### src/rtl/serial_subtractor.sv
// Bit-serial two's-complement subtractor: A - B computed LSB first as A + ~B + 1
// through one full-adder cell, with start/busy/done handshake and NZCV flags.
module serial_subtractor #(
  parameter int unsigned WIDTH = 64
) (
  input  logic             clk,
  input  logic             reset,
  input  logic             start,
  input  logic [WIDTH-1:0] A,
  input  logic [WIDTH-1:0] B,
  output logic             busy,
  output logic             done,
  output logic [WIDTH-1:0] diff,
  output logic             negative,
  output logic             zero,
  output logic             carry,
  output logic             overflow
);

  localparam int unsigned CW = $clog2(WIDTH);
  localparam logic [CW-1:0] LAST = CW'(WIDTH - 1);

  typedef enum logic [1:0] {IDLE, BUSY, DONE} state_t;

  state_t           state_q, state_d;
  logic [WIDTH-1:0] a_sr, nb_sr;
  logic [WIDTH-2:0] res_part;
  logic [WIDTH-1:0] res_next;
  logic [CW-1:0]    cnt;
  logic             c_q, c_next, s;
  logic             accept, step, last;

  // Single full-adder cell; the new sum bit enters the result from the MSB side.
  assign s        = a_sr[0] ^ nb_sr[0] ^ c_q;
  assign c_next   = (a_sr[0] & nb_sr[0]) | (a_sr[0] & c_q) | (nb_sr[0] & c_q);
  assign res_next = {s, res_part};

  always_ff @(posedge clk) begin
    if (reset) state_q <= IDLE;
    else       state_q <= state_d;
  end

  always_comb begin
    state_d = state_q;
    accept  = 1'b0;
    step    = 1'b0;
    last    = 1'b0;
    case (state_q)
      IDLE: begin
        if (start) begin
          accept  = 1'b1;
          state_d = BUSY;
        end
      end
      BUSY: begin
        step = 1'b1;
        if (cnt == LAST) begin
          last    = 1'b1;
          state_d = DONE;
        end
      end
      DONE: begin
        if (start) begin
          accept  = 1'b1;
          state_d = BUSY;
        end else begin
          state_d = IDLE;
        end
      end
      default: state_d = IDLE;
    endcase
  end

  always_ff @(posedge clk) begin
    if (reset) begin
      a_sr     <= '0;
      nb_sr    <= '0;
      res_part <= '0;
      cnt      <= '0;
      c_q      <= 1'b0;
      busy     <= 1'b0;
      done     <= 1'b0;
      diff     <= '0;
      negative <= 1'b0;
      zero     <= 1'b0;
      carry    <= 1'b0;
      overflow <= 1'b0;
    end else begin
      busy <= (state_d == BUSY);
      done <= (state_d == DONE);
      if (accept) begin
        a_sr  <= A;
        nb_sr <= ~B;
        c_q   <= 1'b1;
        cnt   <= '0;
      end else if (step) begin
        a_sr     <= a_sr >> 1;
        nb_sr    <= nb_sr >> 1;
        c_q      <= c_next;
        cnt      <= cnt + CW'(1);
        res_part <= res_next[WIDTH-1:1];
      end
      // On the final bit the MSB operand bits are still at position 0 of the shifters.
      if (last) begin
        diff     <= res_next;
        negative <= s;
        zero     <= (res_next == '0);
        carry    <= c_next;
        overflow <= (a_sr[0] == nb_sr[0]) && (s != a_sr[0]);
      end
    end
  end

endmodule

### config.mk
export PLATFORM = sky130hd
export DESIGN_NAME = serial_subtractor
export DESIGN_NICKNAME = d
export VERILOG_FILES = /design/src/rtl/serial_subtractor.sv
export SDC_FILE = /design/constraint.sdc
export NUM_CORES = 1
export LEC_CHECK = 0
export CELL_PAD_IN_SITES_DETAIL_PLACEMENT = 2
export CELL_PAD_IN_SITES_GLOBAL_PLACEMENT = 2
export CORE_MARGIN = 10
export CORE_UTILIZATION = 32
export DETAILED_ROUTE_END_ITERATION = 10
export PLACE_DENSITY_LB_ADDON = 0.3
export REMOVE_ABC_BUFFERS = 1
export SKIP_CTS_REPAIR_TIMING = 1
export SLEW_MARGIN = 5
export SYNTH_ARGS = -nofsm -noshare
export SYNTH_HDL_FRONTEND = slang
export SYNTH_SLANG_ARGS = --single-unit
export TNS_END_PERCENT = 20
### constraint.sdc
create_clock -name clk -period 3.5 [get_ports clk]
set_input_delay 1.05 -clock clk [delete_from_list [all_inputs] [get_ports clk]]
set_output_delay 1.05 -clock clk [all_outputs]
set_load 0.01 [all_outputs]
* Word level (Yosys, flattened, before mapping)
Cells that the tools add are included.
** Cells by class
- Add/subtract/negate cells :: 1
- $mul :: 0
- Divide/modulo/power cells :: 0
- $lt $le $gt $ge :: 0
- Eq/ne operators :: 7
- Shifts and indexed selects :: 0
- Mux-type cells :: 15
- Bitwise operators :: 9
- Reductions and logical operators :: 7
** Operators by type and width (number)
- 64-bit two-way mux :: 4
- 64-bit zero test :: 1
- 64-bit inverter :: 1
- 1-bit two-way mux :: 8
- 6-bit by 1-bit adder with 6-bit output, second input constant :: 1
- 6-bit equality test, second input constant :: 1
- 2-bit one-hot mux with 3 select lines :: 1
- 2-bit by 1-bit equality test with 1-bit output, second input constant :: 2
- 2-bit equality test, second input constant :: 2
- 2-bit two-way mux :: 2
- 2-bit OR reduction :: 2
- 1-bit bitwise AND :: 3
- 2-bit zero test :: 1
- 1-bit bitwise OR :: 2
- 2-bit AND reduction :: 1
- 2-bit nonzero test :: 1
- 1-bit bitwise XOR :: 2
- 1-bit equality test :: 1
- 1-bit logical AND :: 1
- 1-bit inequality test :: 1
- 1-bit inverter :: 1
** Storage, ports and cells
- Register bits after elaboration :: 270
- Bits in latches :: 0
- RAM bits :: 0
- ROM bits :: 0
- Bits of input ports :: 131
- Output and inout bits :: 70
- Logic and storage cells :: 52
- Memories kept :: 0

* Longest topological paths before layout
Gate-level depths: netlist of the first run.
- Word-level depth :: 5
- Depth in mapped cells :: 8

* Worst setup path after synthesis of the first run
No wires, ideal clock.
- Path kind :: input -> register
- Start point :: input start
- End point :: register a_sr[10]
- Setup time :: 0.070 ns
- Arrival time :: 1.998 ns
- Data required time :: 3.430 ns
- Setup slack :: 1.432 ns
- Stages on the path :: 5
- Cell sequence :: nor2b_1 clkbuf_1 clkbuf_1 a22oi_1 a21oi_1
** On the way
- Cells in the longest elaborated chain, start to end :: 3
- Elaborated cells between the ends (all ways) :: 4
- Classes of those cells :: mux (3); reduce/logical (1)
** Ends and longest elaborated chain
- from (decl) :: line 8 : input logic start,
- 1-bit two-way mux (*) :: line 50, 63
- 1-bit two-way mux (*)
- 64-bit two-way mux or 2-bit nonzero test (tied branches)
- to (signal assigned) :: line 97 : a_sr <= a_sr >> 1;
- to (decl) :: line 26 : logic [WIDTH-1:0] a_sr, nb_sr;
Mark *: on every way between the ends. The rest lies on a longest branch, timed or not.
A chain may end at the register's enable or synchronous reset.

==> results of run 1 <==
[how the worst max path moves through the flow]
| stage | startpoint | endpoint | cells after the start |
|---|---|---|---|
| after floorplan | state_q[0] | nb_sr[0] | 4 |
| after global placement | start | a_sr[25] | 5 |
| after detailed placement | start | a_sr[50] | 5 |
| after CTS | carry | carry | 1 |
| after global routing | diff[45] | diff[45] | 1 |
| final | diff[63] | negative | 1 |
[cell families (layout without fill, tap and decap cells)]
family          after synthesis  in the layout  share of synthesized area (%)
xor+xnor                      6              6                         0.5314
simple gates                499            499                          19.79
other cells                   0              7                              0
flops                       269            269                          54.46
buf+inv                     102            273                          4.277
compound gates              325            325                          20.49
fa+ha+maj                     3              3                         0.4555
[final cells by class]
class / instances / area, um^2
Fill cell: 3402 / 17230
Sequential cell: 269 / 5385
Multi-Input combinational cell: 833 / 4114
Timing Repair Buffer: 217 / 2183
Clock buffer: 48 / 939.7
Tap cell: 396 / 495.5
Clock inverter: 8 / 143.9
Antenna cell: 7 / 17.52
[state kept, by name, summed over array words and instances, names as in the netlist]
name      count
a_sr         64
busy          1
c_q           1
carry         1
cnt           6
diff         64
done          1
nb_sr        64
overflow      1
res_part     63
state_q       2
zero          1
[power by group through the flow]
stage                     Clock, mW  Combinational (mW)  Sequential, mW
after global routing           3.66               0.700            3.26
after floorplan                   0               0.306            3.28
after global placement            0               0.611            3.30
after detailed placement          0               0.635            3.31
after CTS                      3.53               0.640            3.24
final                          3.41               0.629            3.24
[routing by layer]
metal / part of all wire [%] / routed length [um] / global-route usage, %
met3: 5.6 / 1831 / 4.518
met4: 1.4 / 467 / 3.535
met5: 0.10 / 34 / 0
met1: 44 / 14430 / 19.41
met2: 49 / 16130 / 28.59
[cells in the mapped netlist, types with 2 or more instances]
master    count
nor4_1       16
nor2b_1       2
ha_1          2
nor2_1      139
or3_1         2
a21oi_1     196
buf_2        29
dfxtp_1     269
xor2_1        4
buf_1         4
xnor2_1       2
a22oi_1      64
nand2_1     325
a221oi_1     63
clkbuf_1     68
nand4_1       6
nor3_1        3
nand2b_1      3
==> results.md, run 1 <==
- Clock power share: between 40% and 50%
- Die Outline Area: roughly 0.038 mm^2
- Power per cell area: approximately 550 mW/mm^2
- Worst reg2reg path depth: 5
- Startpoint class of the critical path: register
- Clk sinks: approximately 270
- Post-Route Skew: 0.004743 ns
- TritonCTS clock tree: built
- Most area-hungry cell type in the Yosys netlist: dfxtp_1
- Count of state elements after synthesis: approximately 270
- Area of the mapped netlist: approximately 0.0099 mm^2
- Comb power frac: between 8 and 9%
- Number of enable-type register cells in the synthesized netlist: 0
- Leftover overflow at the end of global routing: 0
- Slowest cell on the critical path: clkdlybuf4s50_1
- Crit path cell chain: clkdlybuf4s50_1
- Worst-case setup slack after placement: between 0.6 and 0.7 ns
- Worst-margin pin slew: a little under 0.9 ns
- Clock latency reported for the late side of the worst-skew pair: approximately 0.55 ns
- Asr flop ratio synth: 0%
- Crit path time final: between 2 and 3 ns
- Number of vias in the routed layout: 9143
- Setup ws final: about 0.94 ns
- Capturing element type of the critical path: primary output
- Switching power: roughly 1.7 mW
- Number of vias per cell: around 5.1
- Post-synth top area share: a little over half
- IR drop worst, VDD: roughly 0.33 mV
- Sum of net half-perimeters after detailed placement: ~22 mm
- H-tree lvl count: 1
- WP data arrival: 1.51 ns
- Die height: roughly 200 um
- Status: completed
- Buffers plus inverters on the worst setup path: 1
- RSZ-0062 raised after global routing: false
- Sequential fraction of design power: ~45%
- Critical register-to-register path endpoint: zero
- Clock-pin transition on the worst setup and hold timing paths: about 0.060 ns
- Most common cell after layout, fill and taps aside: nand2_1
- Family with the most delay on the worst path: buffers and inverters
- Cell count after placement: 1715
- Placeable core region: just over 0.03 mm^2
- Gate count of the mapped netlist: 1204
- WL final: 32.89 mm
- Share of final-layout standard cells stronger than drive strength 1: under 10%
- Cell chosen for the clock root: clkbuf_16
- Routed WL per cell: 18.50 um
- Total GRT Usage: 16.32%
- Reg-to-reg setup timing slack: ~1.0 ns
- Startpoint of the lowest-slack hold path: diff[25]
- Final setup violating endpoints: 0
- DR DRC count: 0
- Largest stage delay, worst path: 0.58 ns
- Drt first pass iters: 4
- Initial drt markers: 374
- Source of the worst register-to-register timing path: a_sr[0]
- Final Power: 7.284 mW
- Dominant synthesized flop cell: dfxtp_1
- Initial antenna violation count: 9
- Number of non-filler instances in the completed layout: approximately 1800
- Number of warnings printed during yosys synthesis: 0
- I/O pin total: 201
- Most used cells in the layout excluding fill and tap cells: nand2_1, dfxtp_1, clkdlybuf4s50_1
- Buffers on Ports: 200
- Placed Instance Area: 0.01218 mm^2
- Antenna-violating nets left: 0
- Maximum number of pins on one net before global-route repair: between 80 and 90
- DIE WIDTH: ~200 um
- Worst EP required: around 2.5 ns
- Summed negative setup slack over all endpoints: 0 ns
- Final max-slew violation count: 0
- # rows: 64
- Leakage dissipation: ~4.6 nW
- Layout overhead on the synthesized area: 34.29%
- TritonCTS Buffers: 31
- Cell types occupying the most area after synthesis: dfxtp_1, nand2_1, a21oi_1
- Max-Cap Viols: 0
- Top fanout value on the critical path: 3
- Remaining max-slew budget at the tightest pin: between 40% and 50%
- Effective utilization at floorplan: between 30 and 40%
- Worst min-delay path class: register to register
- Post-synthesis sequential area ratio: a little over half
- Number of global-route vias before repair: just over 10000
- Switching part of the total power: a little under a quarter
- Count of different cell masters after synthesis: 25
- Worst hold stages: 2
- Critical path type: register to primary output
- Mean post-synth cell area: approximately 8.2 um^2
- Cell Int Power: ~5.6 mW
- Post-route clock period utilization: around 73%
- Clock buffer depth: 3
- Post-route standard cell area excluding fillers: approximately 0.013 mm^2
- Min Hold Slack: around 0.45 ns
- Final Util: a little over two fifths
- Min-Delay Endpoint: diff[25]
- Routability cong.: roughly 0.72
- Global-route wire length before repair: between 50 and 60 mm
- Post-layout net count: between 1000 and 1500
- Final number of hold-violating endpoints: 0
- Achievable clock frequency: approximately 390 MHz
(Power assumes the default switching activity.)
==> run 2, diff against run 1 <==
Settings changed: CORE_UTILIZATION 32 to 30.
Clock period 3.5 ns to 2.4 ns, I/O delays scaled along.
==> results.md, run 2 (synthesis results as in run 1) <==
- Clock latency reported for the late side of the worst-skew pair: approximately 0.55 ns
- # rows: 66
- Achievable clock frequency: around 450 MHz
- Startpoint of the lowest-slack hold path: diff[0]
- Die Outline Area: 0.04062 mm^2
- Clk sinks: 269
- Maximum number of pins on one net before global-route repair: 103
- Most common cell after layout, fill and taps aside: nand2_1
- Buffers on Ports: 200
- Clock buffer depth: 3
- Worst EP required: about 1.7 ns
- Cell chosen for the clock root: clkbuf_16
- WP data arrival: ~1.5 ns
- Capturing element type of the critical path: primary output
- Sum of net half-perimeters after detailed placement: approximately 23 mm
- Final max-slew violation count: 0
- WL final: between 30 and 40 mm
- Post-route clock period utilization: around 93%
- Setup ws final: between 0.15 and 0.2 ns
- Post-layout net count: around 1500
- Remaining max-slew budget at the tightest pin: between 50% and 60%
- Worst-case setup slack after placement: between 0.15 and 0.2 ns
- Routed WL per cell: about 18 um
- Final number of hold-violating endpoints: 0
- Summed negative setup slack over all endpoints: 0 ns
- Buffers plus inverters on the worst setup path: 1
- Routability cong.: a little over 0.7
- DIE WIDTH: a little over 200 um
- Top fanout value on the critical path: 2
- Drt first pass iters: 6
- Largest stage delay, worst path: 0.58 ns
- Min-Delay Endpoint: diff[0]
- Leftover overflow at the end of global routing: 0
- Leakage dissipation: between 4 and 5 nW
- Worst hold stages: 2
- Antenna-violating nets left: 0
- Worst reg2reg path depth: 5
- Final Util: roughly 41%
- Number of vias per cell: approximately 5.1
- Die height: 201.6 um
- Global-route wire length before repair: 53.76 mm
- IR drop worst, VDD: about 0.62 mV
- Critical register-to-register path endpoint: zero
- Initial antenna violation count: 6
- TritonCTS clock tree: built
- Biggest registers after layout: a_sr: 64 flops, diff: 64 flops, nb_sr: 64 flops
- RSZ-0062 raised after global routing: false
- Worst min-delay path class: register to register
- Max-Cap Viols: 0
- Status: completed
- Clock-pin transition on the worst setup and hold timing paths: approximately 0.06 ns
- Number of vias in the routed layout: just over 9000
- Sequential cell area in the final layout: between 0.005 and 0.006 mm^2
- Fill cell instance count of the final layout: roughly 3600
- Min Hold Slack: 0.4536 ns
- Worst-margin pin slew: between 0.7 and 0.8 ns
- Number of global-route vias before repair: slightly below 10000
- Reg-to-reg setup timing slack: around 0.34 ns
- Power per cell area: 781.8 mW/mm^2
- Crit path cell chain: clkdlybuf4s50_1
- Placeable core region: 0.03254 mm^2
- Startpoint class of the critical path: register
- Family with the most delay on the worst path: buffers and inverters
- DR DRC count: 0
- Slowest cell on the critical path: clkdlybuf4s50_1
- Share of final-layout standard cells stronger than drive strength 1: 5.938%
- H-tree lvl count: 1
- Source of the worst register-to-register timing path: nb_sr[0]
- Total GRT Usage: between 10% and 20%
- Effective utilization at floorplan: a little under a third
- Crit path time final: ~2.2 ns
- Final setup violating endpoints: 0
- I/O pin total: around 200
- Most used cells in the layout excluding fill and tap cells: nand2_1, dfxtp_1, clkdlybuf4s50_1
- Worst setup path startpoint: diff[62]
- Critical path type: register to primary output
- Initial drt markers: between 400 and 500
- Post-Route Skew: approximately 0.016 ns
- Area of the multi-input gates: 0.004114 mm^2
- Layout overhead on the synthesized area: 36.20%
- TritonCTS Buffers: 30
run 2: final cells by class:
class	instances	area share [%]
Sequential cell	269	39.99
Multi-Input combinational cell	833	30.55
Timing Repair Buffer	223	17.38
Clock buffer	50	7.330
Tap cell	442	4.106
Clock inverter	6	0.6132
Antenna cell	2	0.03716
run 2: power by group:
group	leakage, nW	switching [mW]	internal, mW	total [mW]
clock	0.529	1.85	2.99	4.84
combinational	1.91	0.522	0.444	0.967
sequential	2.19	0.0961	4.63	4.72
run 2: routing by layer:
layer	routed length [um]	share of wire [%]	global-route usage (%)	vias up
li1	-	-	-	4444
met1	15110	45	19.67	4561
met2	15940	48	26.76	175
met3	1763	5.3	3.968	38
met4	427	1.3	2.899	8
met5	58	0.17	0	-
run 2: per-stage QoR:
step	instances	total power, mW	area, um^2
6_report	1825	10.53	13470
4_1_cts	1823	10.69	13460
5_1_grt	1823	11.00	13460
2_1_floorplan	1102	5.235	9465
3_3_place_gp	1767	5.756	12390
3_5_place_dp	1767	5.798	12390
run 2: worst max-delay path by stage:
stage                      to  slack [ns]  depth (start not counted)
floorplan            nb_sr[0]      -13.21                          4
CTS                  diff[62]        0.11                          1
global placement    nb_sr[38]        0.26                          6
detailed placement  nb_sr[39]        0.15                          6
global route         diff[62]        0.11                          1
finish               diff[62]        0.17                          1
